File: src/rtl/fp16_seq_pkg.sv
// rtl/fp16_seq_pkg.sv - shared types and constants for the FP16 add sequencer
package fp16_seq_pkg;

    typedef enum logic [2:0] {
        S_IDLE,
        S_UNPACK,
        S_ALIGN,
        S_SUM,
        S_RESP
    } state_t;

    localparam int FLAG_SPECIAL       = 4;
    localparam int FLAG_SIGN_MISMATCH = 3;
    localparam int FLAG_UF            = 2;
    localparam int FLAG_OF            = 1;
    localparam int FLAG_INEXACT       = 0;

    localparam logic [15:0] QNAN      = 16'h7E00;
    localparam int          EXP_MAX   = 31;
    localparam int          ALIGN_MAX = 11;

endpackage

File: src/rtl/fp16_rr_arbiter.sv
// rtl/fp16_rr_arbiter.sv - 2-way round-robin arbiter with pointer register
module fp16_rr_arbiter (
    input  logic       CLK,
    input  logic       RST_N,
    input  logic       i_en,
    input  logic [1:0] i_req,
    output logic       o_winner,
    output logic [1:0] o_grant
);

    logic r_ptr;

    always_comb begin
        o_winner = i_req[r_ptr] ? r_ptr : ~r_ptr;
        o_grant  = 2'b00;
        if (i_en && i_req[o_winner]) begin
            o_grant[o_winner] = 1'b1;
        end
    end

    // Pointer moves to the requester that lost, so a held request cannot starve the other
    always_ff @(posedge CLK or negedge RST_N) begin
        if (!RST_N) begin
            r_ptr <= 1'b0;
        end else if (|o_grant) begin
            r_ptr <= ~o_winner;
        end
    end

endmodule

File: src/rtl/fp16_add_sequencer.sv
// rtl/fp16_add_sequencer.sv - shares one FP16 magnitude-sum datapath between two requesters
// Define FP16_SEQ_BARREL_EN to align in a single cycle instead of one bit per cycle.
module fp16_add_sequencer
    import fp16_seq_pkg::*;
#(
    parameter int EXP_W  = 5,
    parameter int MANT_W = 11
) (
    input  logic              CLK,
    input  logic              RST_N,
    input  logic              REQ0_VALID,
    output logic              REQ0_READY,
    input  logic [15:0]       REQ0_A,
    input  logic [15:0]       REQ0_B,
    input  logic              REQ1_VALID,
    output logic              REQ1_READY,
    input  logic [15:0]       REQ1_A,
    input  logic [15:0]       REQ1_B,
    output logic              RSP_VALID,
    input  logic              RSP_READY,
    output logic              RSP_ID,
    output logic [15:0]       RSP_Q,
    output logic [4:0]        RSP_FLAGS,
    output logic [EXP_W-1:0]  DP_EXP,
    output logic [MANT_W-1:0] DP_MANT_A,
    output logic [MANT_W-1:0] DP_MANT_B,
    output logic              DP_STICKY,
    input  logic [15:0]       DP_Q,
    input  logic [4:0]        DP_FLAGS,
    output logic              BUSY
);

    state_t              r_state, w_next;
    logic                w_winner;
    logic [1:0]          w_grant;
    logic                r_id, r_sign, r_sticky;
    logic [15:0]         r_a, r_b, r_rsp_q;
    logic [4:0]          r_rsp_flags, w_sum_flags;
    logic [3:0]          r_count, w_cnt;
    logic [EXP_W-1:0]    r_dp_exp;
    logic [MANT_W-1:0]   r_mant_a, r_mant_b;

    logic [EXP_W-1:0]    w_ea, w_eb, w_eff_a, w_eff_b, w_big_e, w_small_e, w_diff;
    logic [MANT_W-1:0]   w_man_a, w_man_b, w_big_m, w_small_m;
    logic                w_swap, w_inf_a, w_inf_b, w_nan, w_special, w_mismatch;
    logic [15:0]         w_special_q;
    logic                w_unused;

    fp16_rr_arbiter u_arb (
        .CLK      (CLK),
        .RST_N    (RST_N),
        .i_en     (r_state == S_IDLE),
        .i_req    ({REQ1_VALID, REQ0_VALID}),
        .o_winner (w_winner),
        .o_grant  (w_grant)
    );

    assign w_ea       = r_a[14:10];
    assign w_eb       = r_b[14:10];
    assign w_eff_a    = (w_ea == '0) ? EXP_W'(1) : w_ea;
    assign w_eff_b    = (w_eb == '0) ? EXP_W'(1) : w_eb;
    assign w_man_a    = {w_ea != '0, r_a[9:0]};
    assign w_man_b    = {w_eb != '0, r_b[9:0]};
    assign w_inf_a    = (w_ea == EXP_W'(EXP_MAX));
    assign w_inf_b    = (w_eb == EXP_W'(EXP_MAX));
    assign w_nan      = (w_inf_a && r_a[9:0] != '0) || (w_inf_b && r_b[9:0] != '0);
    assign w_special  = w_inf_a || w_inf_b;
    assign w_mismatch = r_a[15] != r_b[15];
    // Both-Inf resolves to operand A's sign
    assign w_special_q = w_nan ? QNAN : {(w_inf_a ? r_a[15] : r_b[15]), 15'h7C00};

    assign w_swap    = w_eff_b > w_eff_a;
    assign w_big_e   = w_swap ? w_eff_b : w_eff_a;
    assign w_small_e = w_swap ? w_eff_a : w_eff_b;
    assign w_big_m   = w_swap ? w_man_b : w_man_a;
    assign w_small_m = w_swap ? w_man_a : w_man_b;
    assign w_diff    = w_big_e - w_small_e;
    assign w_cnt     = (w_diff > EXP_W'(ALIGN_MAX)) ? 4'(ALIGN_MAX) : w_diff[3:0];

`ifdef FP16_SEQ_BARREL_EN
    logic [MANT_W-1:0] w_mask;
    assign w_mask = ~({MANT_W{1'b1}} << r_count);
`endif

    always_comb begin
        w_sum_flags = '0;
        w_sum_flags[FLAG_UF:FLAG_INEXACT] = DP_FLAGS[FLAG_UF:FLAG_INEXACT];
    end

    always_ff @(posedge CLK or negedge RST_N) begin
        if (!RST_N) begin
            r_state <= S_IDLE;
        end else begin
            r_state <= w_next;
        end
    end

    always_comb begin
        w_next = r_state;
        case (r_state)
            S_IDLE:   if (|w_grant) w_next = S_UNPACK;
            S_UNPACK: begin
                if (w_special || w_mismatch) w_next = S_RESP;
                else if (w_cnt != '0)        w_next = S_ALIGN;
                else                         w_next = S_SUM;
            end
`ifdef FP16_SEQ_BARREL_EN
            S_ALIGN:  w_next = S_SUM;
`else
            S_ALIGN:  if (r_count == 4'd1) w_next = S_SUM;
`endif
            S_SUM:    w_next = S_RESP;
            S_RESP:   if (RSP_READY) w_next = S_IDLE;
            default:  w_next = S_IDLE;
        endcase
    end

    always_ff @(posedge CLK or negedge RST_N) begin
        if (!RST_N) begin
            r_id        <= 1'b0;
            r_a         <= '0;
            r_b         <= '0;
            r_sign      <= 1'b0;
            r_count     <= '0;
            r_dp_exp    <= '0;
            r_mant_a    <= '0;
            r_mant_b    <= '0;
            r_sticky    <= 1'b0;
            r_rsp_q     <= '0;
            r_rsp_flags <= '0;
        end else begin
            case (r_state)
                S_IDLE: if (|w_grant) begin
                    r_id <= w_winner;
                    r_a  <= w_winner ? REQ1_A : REQ0_A;
                    r_b  <= w_winner ? REQ1_B : REQ0_B;
                end
                S_UNPACK: begin
                    if (w_special) begin
                        r_rsp_q     <= w_special_q;
                        r_rsp_flags <= 5'(1 << FLAG_SPECIAL);
                    end else if (w_mismatch) begin
                        r_rsp_q     <= QNAN;
                        r_rsp_flags <= 5'(1 << FLAG_SIGN_MISMATCH);
                    end else begin
                        r_sign   <= r_a[15];
                        r_dp_exp <= w_big_e;
                        r_mant_a <= w_big_m;
                        r_mant_b <= w_small_m;
                        r_sticky <= 1'b0;
                        r_count  <= w_cnt;
                    end
                end
                S_ALIGN: begin
`ifdef FP16_SEQ_BARREL_EN
                    r_mant_b <= r_mant_b >> r_count;
                    r_sticky <= |(r_mant_b & w_mask);
                    r_count  <= '0;
`else
                    r_mant_b <= r_mant_b >> 1;
                    r_sticky <= r_sticky | r_mant_b[0];
                    r_count  <= r_count - 4'd1;
`endif
                end
                S_SUM: begin
                    r_rsp_q     <= {r_sign, DP_Q[14:0]};
                    r_rsp_flags <= w_sum_flags;
                end
                S_RESP: if (RSP_READY) begin
                    r_id        <= 1'b0;
                    r_dp_exp    <= '0;
                    r_mant_a    <= '0;
                    r_mant_b    <= '0;
                    r_sticky    <= 1'b0;
                    r_rsp_q     <= '0;
                    r_rsp_flags <= '0;
                end
                default: ;
            endcase
        end
    end

    assign w_unused   = ^{DP_Q[15], DP_FLAGS[4:3]};
    assign REQ0_READY = w_grant[0];
    assign REQ1_READY = w_grant[1];
    assign RSP_VALID  = (r_state == S_RESP);
    assign RSP_ID     = r_id;
    assign RSP_Q      = r_rsp_q;
    assign RSP_FLAGS  = r_rsp_flags;
    assign DP_EXP     = r_dp_exp;
    assign DP_MANT_A  = r_mant_a;
    assign DP_MANT_B  = r_mant_b;
    assign DP_STICKY  = r_sticky;
    assign BUSY       = (r_state != S_IDLE);

endmodule

File: config.mk
export PLATFORM = sky130hd
export DESIGN_NAME = fp16_add_sequencer
export DESIGN_NICKNAME = d
export VERILOG_FILES = /design/src/rtl/fp16_seq_pkg.sv /design/src/rtl/fp16_rr_arbiter.sv /design/src/rtl/fp16_add_sequencer.sv
export SDC_FILE = /design/constraint.sdc
export NUM_CORES = 1
export LEC_CHECK = 0
export ABC_AREA = 1
export BUFFER_PORTS_ARGS = -buffer_cell sky130_fd_sc_hd__buf_4
export CAP_MARGIN = 20
export CORE_MARGIN = 5
export CORE_UTILIZATION = 45
export CTS_BUF_LIST = sky130_fd_sc_hd__clkbuf_8
export DETAILED_ROUTE_END_ITERATION = 12
export MAX_ROUTING_LAYER = met4
export PLACE_DENSITY = 0.84
export SLEW_MARGIN = 20
export SYNTH_ARGS = -nofsm -noshare
export SYNTH_HDL_FRONTEND = slang
export SYNTH_SLANG_ARGS = --single-unit
File: constraint.sdc
create_clock -name CLK -period 2.4 [get_ports CLK]
set_input_delay 0.36 -clock CLK [delete_from_list [all_inputs] [get_ports CLK]]
set_output_delay 0.36 -clock CLK [all_outputs]
set_load 0.01 [all_outputs]
== After elaboration in Yosys (flattened, before gate mapping) ==
Cells that the tools add are included.
Word-level totals
  logic and storage cells: 121
  output and inout bits: 54
  bits in registers: 91
Operators by class
  equal/unequal tests: 14
  order comparisons: 5
  muxes and demuxes: 52
  reduce and logical (&&, ||, !) cells: 30
  $add $sub $neg: 2
  bitwise gates (word level): 5
Operators with widths (number)
  $mux W16: 6
  $mux W11: 7
  $pmux W16 S3: 1
  $mux W5: 9
  $pmux W11 S3: 1
  $pmux W11 S2: 1
  $reduce_bool A10 Y1: 2
  $pmux W3 S5: 1
  $pmux W5 S3: 1
  $reduce_and A3 Y1: 5
  $mux W1: 12
  $mux W3: 4
  $mux W4: 3
  $eq A5 B5 Y1 const B: 2
  $logic_not A5 Y1: 2
  $pmux W5 S2: 1
  $reduce_bool A5 Y1: 2
  $reduce_bool A3 Y1: 3
  $ne A2 B2 Y1 const B: 4
  $pmux W4 S2: 1
  $reduce_and A4 Y1: 2
  $eq A3 B2 Y1 const B: 2
  $reduce_bool A2 Y1: 3
  $gt A5 B4 Y1 const B: 1
  other kinds (23): 32

== Depth between registers and ports, before layout ==
  depth after elaboration: 11
  mapped depth: 23
  depth with buffers taken out: 23

== Cells and area by module ==
Synthesis repeated with hierarchy kept, for this count alone.
Unflattened totals
  cells, all modules: 613
  area, all modules: 4897.2 sq um
Modules (own cells, without submodules)
  fp16_add_sequencer: instances 1, seq. area each 2252.2 sq um, area each 4807.1 sq um, cells an instance 597
  fp16_rr_arbiter: instances 1, seq. area each 25.0 sq um, area each 90.1 sq um, cells an instance 16

== Worst setup path before layout ==
Ideal clock, no wire load.
  path kind: register to register
  start point: register r_b[11]
  end point: register r_count[1]
  required time: 2.279 ns
  path buffers: 0
  clock period less this slack: 2.422 ns
  arrival time: 2.301 ns
  stages on the path, launching flop included: 23
  path slack: -0.022 ns
  cells stage by stage: dfrtp_1 inv_2 nand4_1 nand2_1 inv_1 ha_1 nor2_1 nand4_1 nand3_2 nand2_4 nand2_1 nand3_1 ha_1 inv_1 nand3_1 nand2_1 nand3_1 nand2_1 nand2_1 inv_2 nand3_1 o21ai_1 nand2_1
On the way
  longest elaborated chain between the ends: 10
  elaborated cells on any way between the ends: 15
  those cells by class: add/sub (1); order compare (2); eq/ne (2); mux (7); reduce/logical (3)
Ends and longest elaborated chain
  start, declared: line fp16_add_sequencer.sv:37  | logic [15:0] r_a, r_b, r_rsp_q;
  start signal, assigned: line fp16_add_sequencer.sv:136  | r_b <= w_winner ? REQ1_B : REQ0_B;
  $logic_not A5 Y1: line fp16_add_sequencer.sv:61  | assign w_eff_b = (w_eb == '0) ? EXP_W'(1) : w_eb;
  $mux W5: line fp16_add_sequencer.sv:61
  $gt A5 B5 Y1: line fp16_add_sequencer.sv:72  | assign w_swap = w_eff_b > w_eff_a;
  $mux W5, on equally long branches: line fp16_add_sequencer.sv:73, fp16_add_sequencer.sv:74
  $sub A5 B5 Y5: line fp16_add_sequencer.sv:77  | assign w_diff = w_big_e - w_small_e;
  $gt A5 B4 Y1: line fp16_add_sequencer.sv:78  | assign w_cnt = (w_diff > EXP_W'(ALIGN_MAX)) ? 4'(ALIGN_MAX) : w_diff[3:0];
  $mux W4: line fp16_add_sequencer.sv:78
  $mux W4: line fp16_add_sequencer.sv:142  | end else if (w_mismatch) begin
  $mux W4: line fp16_add_sequencer.sv:139  | if (w_special) begin
  $pmux W4 S2: line fp16_add_sequencer.sv:132  | case (r_state)
  end signal, assigned: line fp16_add_sequencer.sv:151  | r_count <= w_cnt;
  end signal, assigned: line fp16_add_sequencer.sv:162  | r_count <= r_count - 4'd1;
  end, declared: line fp16_add_sequencer.sv:39  | logic [3:0] r_count, w_cnt;
Several ways; a longest one is shown, not always the timed one. The select of a mux whose other input is x is not followed.
A chain may end at the register's enable or synchronous reset.

== Worst setup path after layout ==
  start point: register r_b[12]
  end point: register r_count[2]
The elaborated chain is that of the path after synthesis.

==> results.toml <==
[placement]
finalWeightedCongestion = 1.00
place_inst = 881
io_buffers = 140
pre_cts_ws_ns = -0.180
place_hpwl_um = 11300

[worst_hold_path]
hp-class = "input port to register"
hold_end = "r_a[2]$_DFFE_PN0P_"
holdPathStages = 3
min_from = "REQ0_A[2]"

[clocking]
cts_tree = "built"
cts_htree_levels = 3
clock_tree.root_cell = "clkbuf_8"
clock_latency_ns = 0.37
path_clk_slew_ns = 0.09
cts_sinks = 91
numCtsBuffers = 9
cts_max_path_buffers = 2

[setup_path]
worst_r2r_startpoint = "r_b[12]$_DFFE_PN0P_"
cp-startpoint = "r_b[12]$_DFFE_PN0P_"
r2r_slack_ns = -0.17
critPathArrivalTime_ns = 2.83
cp-end-kind = "register"
required_ns = 2.66
start_kind = "register"
path_class = "register to register"
r2r_cells = 22
worst-path-max-fanout = 3
r2r-end = "r_count[2]$_DFFE_PN0P_"

[synthesis]
synth-edff-count = 0
yosysTopAreaCellShare_pct = 48.0
ys_top_cells_by_count = "140 x nand2_1, 91 x dfrtp_1, 61 x inv_1"
ys_seq_elements = 91
yosysSeqAreaShare_pct = 48.0
synth_cell_types = 35
synth_most_common_cell = "nand2_1"
synthesis.instances = 583
async_reset_ff_share_pct = 100
synth.area.top_cells = "dfrtp_1 48%, nand2_1 11%, o211ai_1 6.2%, o21ai_0 5.8%, inv_1 4.8%"
synth-main-ff-cell = "dfrtp_1"
synth_nets = 680
yosysWarnings = 0
synth_area_sq_um = 4740
synth_area_per_cell_sq_um = 8.13
synth_top_area_cell = "dfrtp_1"

[global_routing]
grt_pass1_vias = 5064
globalRouteTotalUtil_pct = 24.8
grt_max_degree = 46
grt_pass1_wl_um = 24600
antenna_found_initial = 0
overflow = 0

[routing]
routed_wl_um = 15000
vias = 4991
dr.first_iter.drc_count = 321
routed_via_density = 5.45
final_antenna_net_count = 0
first_pass_iters = 5
drcViolationCount = 0
avgRoutedWirePerCell_um = 16.4

[pwr]
vdd_ir_drop_max_mv = 0.785
p_per_area_nw_per_um2 = 1650
pwr-share-comb_pct = 65.7
swShare_pct = 47.6
internal_power_mw = 5.84
p_leak_nw = 3.38
p_clk_share_pct = 9.9
seq_power_share_pct = 24.4
power.switching_mw = 5.30

[finish]
layoutNonFillerInstCount = 915
nets = 871
drive_gt1_share_pct = 34.9
antenna_cells = 0
synthToLayoutAreaGrowth_pct = 42.4

[sta]
tns_ns = -0.702
maxSlewHeadroom_pct = 51.1
final-setup-viol-count = 5
fin_skew_ns = 0.00818
tightestPinTransition_ns = 0.734
setup_slack_ns = -0.170
fin_crit_sh_pct = 107
maxSlewViolCount = 0
min_period_ns = 2.57
fmax_mhz = 389
hold_viol_final = 0
rsz0062_at_grt = "yes"
hold_ws_ns = 0.200

[die]
start_util_pct = 46.1
row_count = 37
dieArea_sq_um = 12700
die_h_um = 113
core-area_sq_um = 10300
die_w_um = 113
ios = 144

[job]
max-cap-violations = 0

[run_status]
violations = "setup timing"
outcome = "finished, violations left"
-- registers in the layout (all words and copies together), names as in the netlist, 3 cells and up --
| signal | cells |
|---|---|
| r_count | 4 |
| DP_MANT_B | 11 |
| r_a | 16 |
| RSP_FLAGS | 5 |
| DP_EXP | 5 |
| RSP_Q | 16 |
| r_state | 3 |
| DP_MANT_A | 11 |
| r_b | 16 |
-- critical path, cell delays in order, from the launching register on --
cell,delay [ns]
dfrtp_1,0.41
nor2_2,0.11
nand4_1,0.12
nand2_1,0.12
inv_2,0.06
ha_4,0.16
nor2_2,0.09
nand4_1,0.10
nand3_2,0.13
nand2_4,0.07
nand2_4,0.07
nand3_4,0.07
ha_4,0.16
inv_2,0.05
nand3_2,0.07
nand2_2,0.08
nand4_1,0.14
nand2_2,0.13
inv_4,0.05
nand2_1,0.07
nand2_2,0.07
nand3_1,0.07
o21ai_1,0.06
-- routing by layer --
metal	routed length, um	track usage [%]
met5	0	-
met4	439	10.8
met3	1360	5.34
met2	6960	37.8
met1	6270	31.8
-- logic make-up after synthesis --
| logic type | Yosys count | share of synthesized area [%] |
|---|---|---|
| compound gates | 161 | 20.7 |
| xor+xnor | 2 | 0.370 |
| fa+ha+maj | 7 | 1.85 |
| buf+inv | 93 | 7.71 |
| flops | 91 | 48.0 |
| mux | 1 | 0.211 |
| simple gates | 228 | 21.1 |
-- layout make-up --
class                      count  area, sq um
clock buffer                  11          151
timing repair buffer         209         1600
inverter                      64          245
tap                          136          170
multi-input combinational    399         2250
sequential                    91         2280
fill                         832         3530
clock inverter                 5         58.8
-- what timing repair did --
item                       4_1_cts  5_1_grt
hold endpoints to repair        17        0
gates resized for setup         20       27
hold buffers                     1        0
pin swaps                       15       13
setup endpoints to repair        7       29
setup buffers                   20        1
-- cells in the final DEF (no fill, tap or decap), drive strengths merged, types with 11 or more instances in the layout --
master / n
nor2: 33
o211ai: 39
buf: 208
nand3: 30
a21oi: 35
dfrtp: 91
o21ai: 59
nand2: 144
a22o: 12
inv: 65
clkbuf: 11
-- power groups by stage --
stage                     Sequential (mW)  Combinational, mW  Clock (mW)
after floorplan                      2.75               3.80           0
after global placement               2.70               6.16           0
after CTS                            2.69               6.88        1.11
after detailed placement             2.73               6.35           0
final                                2.72               7.31        1.10
after global routing                 2.79               8.04        1.18
-- metrics by stage --
stage | utilization (%) | area [sq um] | power, mW
detailed placement | 60.8 | 6250 | 9.07
global placement | 60.8 | 6250 | 8.86
CTS | 65.2 | 6700 | 10.7
global route | 65.7 | 6750 | 12.0
finish | 65.7 | 6750 | 11.1
floorplan | - | 4750 | 6.55
-- worst max path at each step --
stage               cells after the start                endpoint  slack [ns]
floorplan                              22  r_count[1]$_DFFE_PN0P_       0.003
global placement                       23  r_state[0]$_DFFE_PN0P_       -0.05
detailed placement                     22  r_count[1]$_DFFE_PN0P_       -0.18
CTS                                    23  r_state[0]$_DFFE_PN0P_       -0.08
global route                           23  r_state[0]$_DFFE_PN0P_       -0.34
finish                                 22  r_count[2]$_DFFE_PN0P_       -0.17
Power figures use the tool's default switching activity.
